[config.mk]
export PLATFORM = sky130hd
export DESIGN_NAME = timer_apb_seq
export DESIGN_NICKNAME = d
export VERILOG_FILES = /design/src/rtl/timer_pkg.sv /design/src/rtl/apb_master_xfer.sv /design/src/rtl/timer_apb_seq.sv
export SDC_FILE = /design/constraint.sdc
export NUM_CORES = 1
export LEC_CHECK = 0
export ABC_AREA = 1
export CORE_MARGIN = 3
export CORE_UTILIZATION = 30
export CTS_BUF_LIST = sky130_fd_sc_hd__clkbuf_16
export CTS_CLUSTER_DIAMETER = 100
export DETAILED_ROUTE_END_ITERATION = 6
export GPL_ROUTABILITY_DRIVEN = 0
export SYNTH_ARGS = -nofsm -noshare
export SYNTH_HDL_FRONTEND = slang
export SYNTH_SLANG_ARGS = --single-unit
[constraint.sdc]
create_clock -name pclk -period 2.3 [get_ports pclk]
set_input_delay 0.575 -clock pclk [delete_from_list [all_inputs] [get_ports pclk]]
set_output_delay 0.575 -clock pclk [all_outputs]
set_load 0.1 [all_outputs]
[src/rtl/timer_pkg.sv]
// Shared constants and types for the timer APB sequencer.
// Register map, TCR/TSR bit positions, the APB request payload,
// the sequencer state encoding and small helpers that build register values.
package timer_pkg;

  localparam int unsigned ADDR_W = 8;
  localparam int unsigned DATA_W = 8;

  // Timer register map
  localparam logic [ADDR_W-1:0] TCR_ADDR = 8'h00;
  localparam logic [ADDR_W-1:0] TDR_ADDR = 8'h01;
  localparam logic [ADDR_W-1:0] TSR_ADDR = 8'h02;

  // TCR bit positions
  localparam int unsigned TCR_LOAD_BIT    = 7;
  localparam int unsigned TCR_DW_BIT      = 5;
  localparam int unsigned TCR_EN_BIT      = 4;
  localparam int unsigned TCR_CLK_SEL_MSB = 1;
  localparam int unsigned TCR_CLK_SEL_LSB = 0;

  // TSR bit positions
  localparam int unsigned TSR_OVF_BIT = 0;

  localparam logic [DATA_W-1:0] TCR_STOP_VAL = 8'h00;
  localparam logic [DATA_W-1:0] TSR_CLR_VAL  = 8'h00;

  // One APB transfer request
  typedef struct packed {
    logic [ADDR_W-1:0] addr;
    logic [DATA_W-1:0] wdata;
    logic              write;
  } apb_req_t;

  typedef enum logic [3:0] {
    IDLE,
    WR_TDR,
    WR_LOAD,
    WR_EN,
    GAP,
    RD_TSR,
    WR_CLR,
    WR_STOP,
    DONE
  } state_t;

  function automatic apb_req_t mk_wr(input logic [ADDR_W-1:0] a, input logic [DATA_W-1:0] d);
    apb_req_t r;
    r.addr  = a;
    r.wdata = d;
    r.write = 1'b1;
    return r;
  endfunction

  function automatic apb_req_t mk_rd(input logic [ADDR_W-1:0] a);
    apb_req_t r;
    r.addr  = a;
    r.wdata = '0;
    r.write = 1'b0;
    return r;
  endfunction

  function automatic logic [DATA_W-1:0] tcr_load();
    logic [DATA_W-1:0] v;
    v = '0;
    v[TCR_LOAD_BIT] = 1'b1;
    return v;
  endfunction

  function automatic logic [DATA_W-1:0] tcr_enable(input logic dw, input logic [1:0] cs);
    logic [DATA_W-1:0] v;
    v = '0;
    v[TCR_EN_BIT] = 1'b1;
    v[TCR_DW_BIT] = dw;
    v[TCR_CLK_SEL_MSB:TCR_CLK_SEL_LSB] = cs;
    return v;
  endfunction

endpackage

[src/rtl/apb_master_xfer.sv]
// Two-phase APB master handshake engine.
// Ports: pclk/presetn; req/addr/wdata/write request a transfer (accepted when
// idle or in the completing ACCESS cycle, giving back-to-back SETUPs);
// ack/rdata/slverr report the completing cycle combinationally;
// psel/penable/pwrite/paddr/pwdata (registered) and prdata/pready/pslverr
// form the APB bus.
module apb_master_xfer
  import timer_pkg::*;
(
  input  logic              pclk,
  input  logic              presetn,
  input  logic              req,
  input  logic [ADDR_W-1:0] addr,
  input  logic [DATA_W-1:0] wdata,
  input  logic              write,
  output logic              ack,
  output logic [DATA_W-1:0] rdata,
  output logic              slverr,
  output logic              psel,
  output logic              penable,
  output logic              pwrite,
  output logic [ADDR_W-1:0] paddr,
  output logic [DATA_W-1:0] pwdata,
  input  logic [DATA_W-1:0] prdata,
  input  logic              pready,
  input  logic              pslverr
);

  logic              psel_q, psel_d;
  logic              penable_q, penable_d;
  logic              pwrite_q, pwrite_d;
  logic [ADDR_W-1:0] paddr_q, paddr_d;
  logic [DATA_W-1:0] pwdata_q, pwdata_d;

  // Completion is the ACCESS cycle in which the slave is ready
  assign ack    = psel_q & penable_q & pready;
  assign rdata  = ack ? prdata : '0;
  assign slverr = ack & pslverr;

  // Phase sequencing: idle/complete -> SETUP on req, SETUP -> ACCESS, hold ACCESS until ready
  always_comb begin
    psel_d    = psel_q;
    penable_d = penable_q;
    pwrite_d  = pwrite_q;
    paddr_d   = paddr_q;
    pwdata_d  = pwdata_q;
    if (!psel_q || ack) begin
      if (req) begin
        psel_d    = 1'b1;
        penable_d = 1'b0;
        pwrite_d  = write;
        paddr_d   = addr;
        pwdata_d  = wdata;
      end else begin
        psel_d    = 1'b0;
        penable_d = 1'b0;
      end
    end else if (!penable_q) begin
      penable_d = 1'b1;
    end
  end

  always_ff @(posedge pclk or negedge presetn) begin
    if (!presetn) begin
      psel_q    <= 1'b0;
      penable_q <= 1'b0;
      pwrite_q  <= 1'b0;
      paddr_q   <= '0;
      pwdata_q  <= '0;
    end else begin
      psel_q    <= psel_d;
      penable_q <= penable_d;
      pwrite_q  <= pwrite_d;
      paddr_q   <= paddr_d;
      pwdata_q  <= pwdata_d;
    end
  end

  assign psel    = psel_q;
  assign penable = penable_q;
  assign pwrite  = pwrite_q;
  assign paddr   = paddr_q;
  assign pwdata  = pwdata_q;

endmodule

[src/rtl/timer_apb_seq.sv]
// Timer programming sequencer: on start, loads and enables a timer over APB,
// polls TSR for overflows (clearing each one) until the requested number of
// periods has elapsed, then stops the timer. Supports abort, slave-error and
// poll-timeout termination, all of which still issue the stop write.
// Ports: pclk/presetn; start/abort control; init_val/dw/clk_sel/periods
// configuration; busy/done/err/ovf_cnt status; APB master bus.
module timer_apb_seq
  import timer_pkg::*;
#(
  parameter int unsigned POLL_GAP  = 4,
  parameter int unsigned MAX_POLLS = 1000
) (
  input  logic              pclk,
  input  logic              presetn,
  input  logic              start,
  input  logic              abort,
  input  logic [DATA_W-1:0] init_val,
  input  logic              dw,
  input  logic [1:0]        clk_sel,
  input  logic [7:0]        periods,
  output logic              busy,
  output logic              done,
  output logic              err,
  output logic [7:0]        ovf_cnt,
  output logic              psel,
  output logic              penable,
  output logic              pwrite,
  output logic [ADDR_W-1:0] paddr,
  output logic [DATA_W-1:0] pwdata,
  input  logic [DATA_W-1:0] prdata,
  input  logic              pready,
  input  logic              pslverr
);

  localparam int unsigned GW = (POLL_GAP > 1) ? $clog2(POLL_GAP) : 1;
  localparam int unsigned PW = (MAX_POLLS > 1) ? $clog2(MAX_POLLS) : 1;
  localparam logic [GW-1:0] GAP_LAST  = GW'((POLL_GAP > 0) ? POLL_GAP - 1 : 0);
  localparam logic [PW-1:0] POLL_LAST = PW'((MAX_POLLS > 0) ? MAX_POLLS - 1 : 0);

  state_t            state_q, state_d;
  logic              rst_done_q;
  logic [DATA_W-1:0] init_q, init_d;
  logic              dw_q, dw_d;
  logic [1:0]        cs_q, cs_d;
  logic [7:0]        periods_q, periods_d;
  logic [7:0]        ovf_cnt_q, ovf_cnt_d;
  logic              err_q, err_d;
  logic              done_q, done_d;
  logic              busy_q, busy_d;
  logic              abort_pend_q, abort_pend_d;
  logic [GW-1:0]     gap_cnt_q, gap_cnt_d;
  logic [PW-1:0]     poll_cnt_q, poll_cnt_d;

  logic              req_c;
  apb_req_t          req_pl_c;
  logic              abort_now_c;
  logic              go_stop_c;
  logic              go_poll_c;
  logic              x_ack;
  logic [DATA_W-1:0] x_rdata;
  logic              x_slverr;
  logic              rdata_unused_c;

  apb_master_xfer u_xfer (
    .pclk    (pclk),
    .presetn (presetn),
    .req     (req_c),
    .addr    (req_pl_c.addr),
    .wdata   (req_pl_c.wdata),
    .write   (req_pl_c.write),
    .ack     (x_ack),
    .rdata   (x_rdata),
    .slverr  (x_slverr),
    .psel    (psel),
    .penable (penable),
    .pwrite  (pwrite),
    .paddr   (paddr),
    .pwdata  (pwdata),
    .prdata  (prdata),
    .pready  (pready),
    .pslverr (pslverr)
  );

  // Only the overflow flag of TSR matters
  assign rdata_unused_c = ^x_rdata;

  // Next-state, request and status logic
  always_comb begin
    state_d      = state_q;
    init_d       = init_q;
    dw_d         = dw_q;
    cs_d         = cs_q;
    periods_d    = periods_q;
    ovf_cnt_d    = ovf_cnt_q;
    err_d        = err_q;
    abort_pend_d = abort_pend_q;
    gap_cnt_d    = gap_cnt_q;
    poll_cnt_d   = poll_cnt_q;
    req_c        = 1'b0;
    req_pl_c     = mk_rd(TSR_ADDR);
    go_stop_c    = 1'b0;
    go_poll_c    = 1'b0;

    // Abort is remembered until the next transfer boundary
    if (busy_q && abort) abort_pend_d = 1'b1;
    abort_now_c = abort_pend_q | abort;

    unique case (state_q)
      IDLE: begin
        abort_pend_d = 1'b0;
        // rst_done_q keeps the first post-reset edge free of transfers
        if (start && rst_done_q) begin
          init_d     = init_val;
          dw_d       = dw;
          cs_d       = clk_sel;
          periods_d  = (periods == 8'd0) ? 8'd1 : periods;
          ovf_cnt_d  = '0;
          err_d      = 1'b0;
          poll_cnt_d = '0;
          state_d    = WR_TDR;
          req_c      = 1'b1;
          req_pl_c   = mk_wr(TDR_ADDR, init_val);
        end
      end
      WR_TDR: begin
        if (x_ack) begin
          if (x_slverr || abort_now_c) begin
            err_d     = 1'b1;
            go_stop_c = 1'b1;
          end else begin
            state_d  = WR_LOAD;
            req_c    = 1'b1;
            req_pl_c = mk_wr(TCR_ADDR, tcr_load());
          end
        end
      end
      WR_LOAD: begin
        if (x_ack) begin
          if (x_slverr || abort_now_c) begin
            err_d     = 1'b1;
            go_stop_c = 1'b1;
          end else begin
            state_d  = WR_EN;
            req_c    = 1'b1;
            req_pl_c = mk_wr(TCR_ADDR, tcr_enable(dw_q, cs_q));
          end
        end
      end
      WR_EN: begin
        if (x_ack) begin
          if (x_slverr || abort_now_c) begin
            err_d     = 1'b1;
            go_stop_c = 1'b1;
          end else begin
            go_poll_c = 1'b1;
          end
        end
      end
      GAP: begin
        // No transfer is in flight here, so abort acts immediately
        if (abort_now_c) begin
          err_d     = 1'b1;
          go_stop_c = 1'b1;
        end else if (gap_cnt_q == GAP_LAST) begin
          state_d  = RD_TSR;
          req_c    = 1'b1;
          req_pl_c = mk_rd(TSR_ADDR);
        end else begin
          gap_cnt_d = gap_cnt_q + GW'(1);
        end
      end
      RD_TSR: begin
        if (x_ack) begin
          if (x_slverr) begin
            err_d     = 1'b1;
            go_stop_c = 1'b1;
          end else if (x_rdata[TSR_OVF_BIT]) begin
            // Overflow is always cleared first, even if abort is pending
            ovf_cnt_d  = (ovf_cnt_q == 8'hFF) ? ovf_cnt_q : ovf_cnt_q + 8'd1;
            poll_cnt_d = '0;
            state_d    = WR_CLR;
            req_c      = 1'b1;
            req_pl_c   = mk_wr(TSR_ADDR, TSR_CLR_VAL);
          end else if (poll_cnt_q == POLL_LAST || abort_now_c) begin
            err_d     = 1'b1;
            go_stop_c = 1'b1;
          end else begin
            poll_cnt_d = poll_cnt_q + PW'(1);
            go_poll_c  = 1'b1;
          end
        end
      end
      WR_CLR: begin
        if (x_ack) begin
          if (x_slverr || abort_now_c) begin
            err_d     = 1'b1;
            go_stop_c = 1'b1;
          end else if (ovf_cnt_q >= periods_q) begin
            go_stop_c = 1'b1;
          end else begin
            go_poll_c = 1'b1;
          end
        end
      end
      WR_STOP: begin
        // A slave error on the stop write does not change err
        if (x_ack) state_d = DONE;
      end
      DONE: begin
        state_d = IDLE;
      end
      default: begin
        state_d = IDLE;
      end
    endcase

    if (go_poll_c) begin
      if (POLL_GAP == 0) begin
        state_d  = RD_TSR;
        req_c    = 1'b1;
        req_pl_c = mk_rd(TSR_ADDR);
      end else begin
        state_d   = GAP;
        gap_cnt_d = '0;
      end
    end

    if (go_stop_c) begin
      state_d      = WR_STOP;
      req_c        = 1'b1;
      req_pl_c     = mk_wr(TCR_ADDR, TCR_STOP_VAL);
      abort_pend_d = 1'b0;
    end

    busy_d = (state_d != IDLE);
    done_d = (state_d == DONE);
  end

  always_ff @(posedge pclk or negedge presetn) begin
    if (!presetn) begin
      state_q      <= IDLE;
      rst_done_q   <= 1'b0;
      init_q       <= '0;
      dw_q         <= 1'b0;
      cs_q         <= '0;
      periods_q    <= '0;
      ovf_cnt_q    <= '0;
      err_q        <= 1'b0;
      done_q       <= 1'b0;
      busy_q       <= 1'b0;
      abort_pend_q <= 1'b0;
      gap_cnt_q    <= '0;
      poll_cnt_q   <= '0;
    end else begin
      state_q      <= state_d;
      rst_done_q   <= 1'b1;
      init_q       <= init_d;
      dw_q         <= dw_d;
      cs_q         <= cs_d;
      periods_q    <= periods_d;
      ovf_cnt_q    <= ovf_cnt_d;
      err_q        <= err_d;
      done_q       <= done_d;
      busy_q       <= busy_d;
      abort_pend_q <= abort_pend_d;
      gap_cnt_q    <= gap_cnt_d;
      poll_cnt_q   <= poll_cnt_d;
    end
  end

  assign busy    = busy_q;
  assign done    = done_q;
  assign err     = err_q;
  assign ovf_cnt = ovf_cnt_q;

endmodule

==> results.ini <==
[clocking]
cts.sinks = 53
cts_buffers = 5
cts_root_buf = clkbuf_16
hold_buffers = 0
cts_setup_buffers = 0
cts_htree_levels = 2
cts_tree = done
clk_latency_ps = 290
clk_pin_slew_ps = 70
cts.path.max_buffers = 2

[die]
dieWidth_um = 108
rows = 36
ios = 63
dieArea_um2 = 11600
design.core.area_um2 = 9910
initial_utilization_pct = 31.4
fp.dieH_um = 108

[critical_path]
path_delay_family = simple AND/OR/NAND/NOR gates
cpMostUsedCell = nand2_1
crit_type = input port to flip-flop
arrival_ps = 2310
cp_max_fo = 12
path_buf_inv = 1
required_ps = 2480
cp-start-kind = input port
critPathMaxStageDelay_ps = 470
path_cells = clkdlybuf4s50_1 -> nand2_1 -> nor2_4 -> nand2_2 -> nand2_1 -> nand3_1 -> a21oi_4 -> nand2_2 -> nand3_2 -> nand2_2 -> nand2_1 -> nand2_1
end_kind = flip-flop
rrSetupSlack_ps = 320
cp_slowest_cell = clkdlybuf4s50_1

[synthesis]
synth_top_family_by_area = simple AND/OR/NAND/NOR gates
synth-compound-area-share_pct = 11.1
synth-simple-area-share_pct = 31.4
syn_inst = 405
ys_seq_elements = 53
ys_warn_count = 0
synth_area_per_cell_um2 = 7.67
synthAdderAreaFrac_pct = 4.43
synthesis.area_um2 = 3110
synth_xor_area_share_pct = 0.282
synth_cell_type_count = 38
synth_seq_area_share_pct = 42.7
muxShareOfSynthArea_pct = 0

[run_status]
status = finished clean

[timing]
finClkSkew_ps = 8.90
worst_pin_slew_ps = 546
maxSlewViolCount = 0
period_needed_ps = 2130
fin_crit_sh_pct = 92.6
slew_headroom_pct = 63.6
clock.fmax_ghz = 0.470
hold_viol_final = 0
setup_viol = 0
rsz0062_at_grt = false

[drt]
drt_pre_antenna_iters = 4
vias = 2792
drt_wl_total_um = 7390
drtIter0Drc = 148
drcViolationCount = 0
antenna_left = 0
wire_per_inst_um = 12.0
viasPerCell = 4.53

[global_routing]
grt_max_degree = 33
grt_overflow_total = 0
grt_pass1_wl_um = 12500
grt_util_all_layers_pct = 13.3
grt_pass1_vias = 2702
antenna_found_initial = 0

[placed_design]
port_buffers = 49
dp_hpwl_um = 5840
dp.cells = 608

[final_layout]
finalNonFillerCells = 616
drive_gt1_share_pct = 21.7
final_util_pct = 40.5
syn_to_final_growth_pct = 29.3
diodes = 0
fin_nets = 526

[min_path]
min_path_type = input port to asynchronous set/reset pin

[pwr]
p_per_area_nw_per_um2 = 1290
ir_worst_vdd_mv = 0.690
total_power_mw = 5.18
p_leak_nw = 2.01

[flow_run]
maxCapViolations = 0

-- timing repair --
action                                  CTS  global route
endpoints found under the hold margin     0             0
resized for setup                         0             1
endpoints found under the setup margin    0             2
-- cell usage after synthesis (all sizes together) --
master | number | share of area, %
nand4 | 5 | 1.0
conb | 2 | 0.24
inv | 57 | 6.9
nor2 | 44 | 6.2
o21ai | 27 | 4.3
a22oi | 1 | 0.24
a21oi | 18 | 3.4
a41oi | 1 | 0.28
dfrtp | 53 | 43
nor3 | 13 | 2.6
nor4 | 1 | 0.20
ha | 11 | 4.4
nor3b | 4 | 1.1
xnor2 | 1 | 0.28
clkbuf | 3 | 0.36
a2bb2oi | 1 | 0.28
clkinv | 1 | 0.12
o211ai | 1 | 0.24
o21a | 4 | 0.97
o41ai | 1 | 0.52
nand2 | 112 | 14
nand3 | 31 | 6.2
a22o | 2 | 0.56
o22a | 1 | 0.28
buf | 10 | 2.5
-- power by group --
part           leakage [nW]  switching [mW]  total [mW]  internal, mW
Sequential            0.664           0.234        1.47          1.23
Clock                0.0696           0.333       0.732         0.400
Combinational          1.27            2.09        2.98         0.897
Total                  2.01            2.65        5.18          2.53
-- cell families (layout without fill, tap and decap cells) --
kind of cell / Yosys count / in the layout
simple gates: 210 / 210
buf+inv: 71 / 144
compound gates: 57 / 57
flops: 53 / 53
fa+ha+maj: 11 / 11
other cells: 2 / 7
xor+xnor: 1 / 1
-- sequential cells by signal (all words and copies together), names as in the netlist, 2 cells and up --
| name | flops |
|---|---|
| u_xfer.paddr | 2 |
| state_q | 4 |
| periods_q | 8 |
| gap_cnt_q | 2 |
| cs_q | 2 |
| poll_cnt_q | 10 |
| u_xfer.pwdata | 8 |
| ovf_cnt | 8 |
-- per-stage QoR --
stage | hold WS (ps) | setup WS, ps | TNS [ps] | cell area [um^2]
after floorplan | 279 | 140 | 0 | 3140
after global placement | 458 | -101 | -1430 | 3870
after detailed placement | 463 | -137 | -2070 | 3870
after CTS | 289 | 147 | 0 | 4010
after global routing | 304 | 37.7 | 0 | 4020
final | 267 | 171 | 0 | 4020
-- final cells by class --
| cell class | count | area, um^2 |
|---|---|---|
| sequential | 53 | 1340 |
| clock inverter | 3 | 17.5 |
| fill | 1043 | 5890 |
| timing repair buffer | 78 | 656 |
| clock buffer | 5 | 125 |
| multi-input combinational | 286 | 1500 |
| inverter | 58 | 218 |
| tap | 133 | 166 |
-- worst paths after layout --
check	startpoint	to	depth (start not counted)
max	pready	u_xfer.paddr[1]	12
min reg2reg	u_xfer.pwdata[2]	u_xfer.pwdata[2]	2
max reg2reg	ovf_cnt[7]	u_xfer.paddr[1]	14
min in group pclk	u_xfer.pwdata[2]	u_xfer.pwdata[2]	2
min	presetn	done	1
max in group asynchronous	presetn	ovf_cnt[1]	2
-- placed cells by master, fill, tap and decap left out, types with 3 or more instances in the layout --
| cell | Yosys | layout |
|---|---|---|
| nor3_2 | 3 | 3 |
| o21ai_0 | 25 | 25 |
| nand2_1 | 105 | 105 |
| dfrtp_1 | 53 | 44 |
| inv_2 | 8 | 8 |
| o21a_1 | 4 | 4 |
| nand2_2 | 7 | 7 |
| conb_1 | 2 | 7 |
| nand3_1 | 25 | 25 |
| ha_1 | 11 | 11 |
| nor2_4 | 3 | 3 |
| clkdlybuf4s50_1 | 0 | 24 |
| nor2_1 | 39 | 39 |
| buf_4 | 8 | 52 |
| nor3_1 | 10 | 10 |
| clkbuf_16 | 0 | 5 |
| inv_1 | 49 | 49 |
| nand3_2 | 5 | 5 |
| nor3b_1 | 3 | 3 |
| nand4_1 | 5 | 5 |
| dfrtp_2 | 0 | 9 |
| a21oi_1 | 16 | 15 |
-- per-layer routing --
metal | up-vias | routed length, um | global-route usage [%]
met2 | 42 | 3430 | 21.8
met3 | 6 | 274 | 2.52
met5 | - | 0 | 0
met4 | 0 | 98 | 3.97
li1 | 1446 | - | -
met1 | 1298 | 3590 | 18.0
Power figures use the tool's default switching activity.
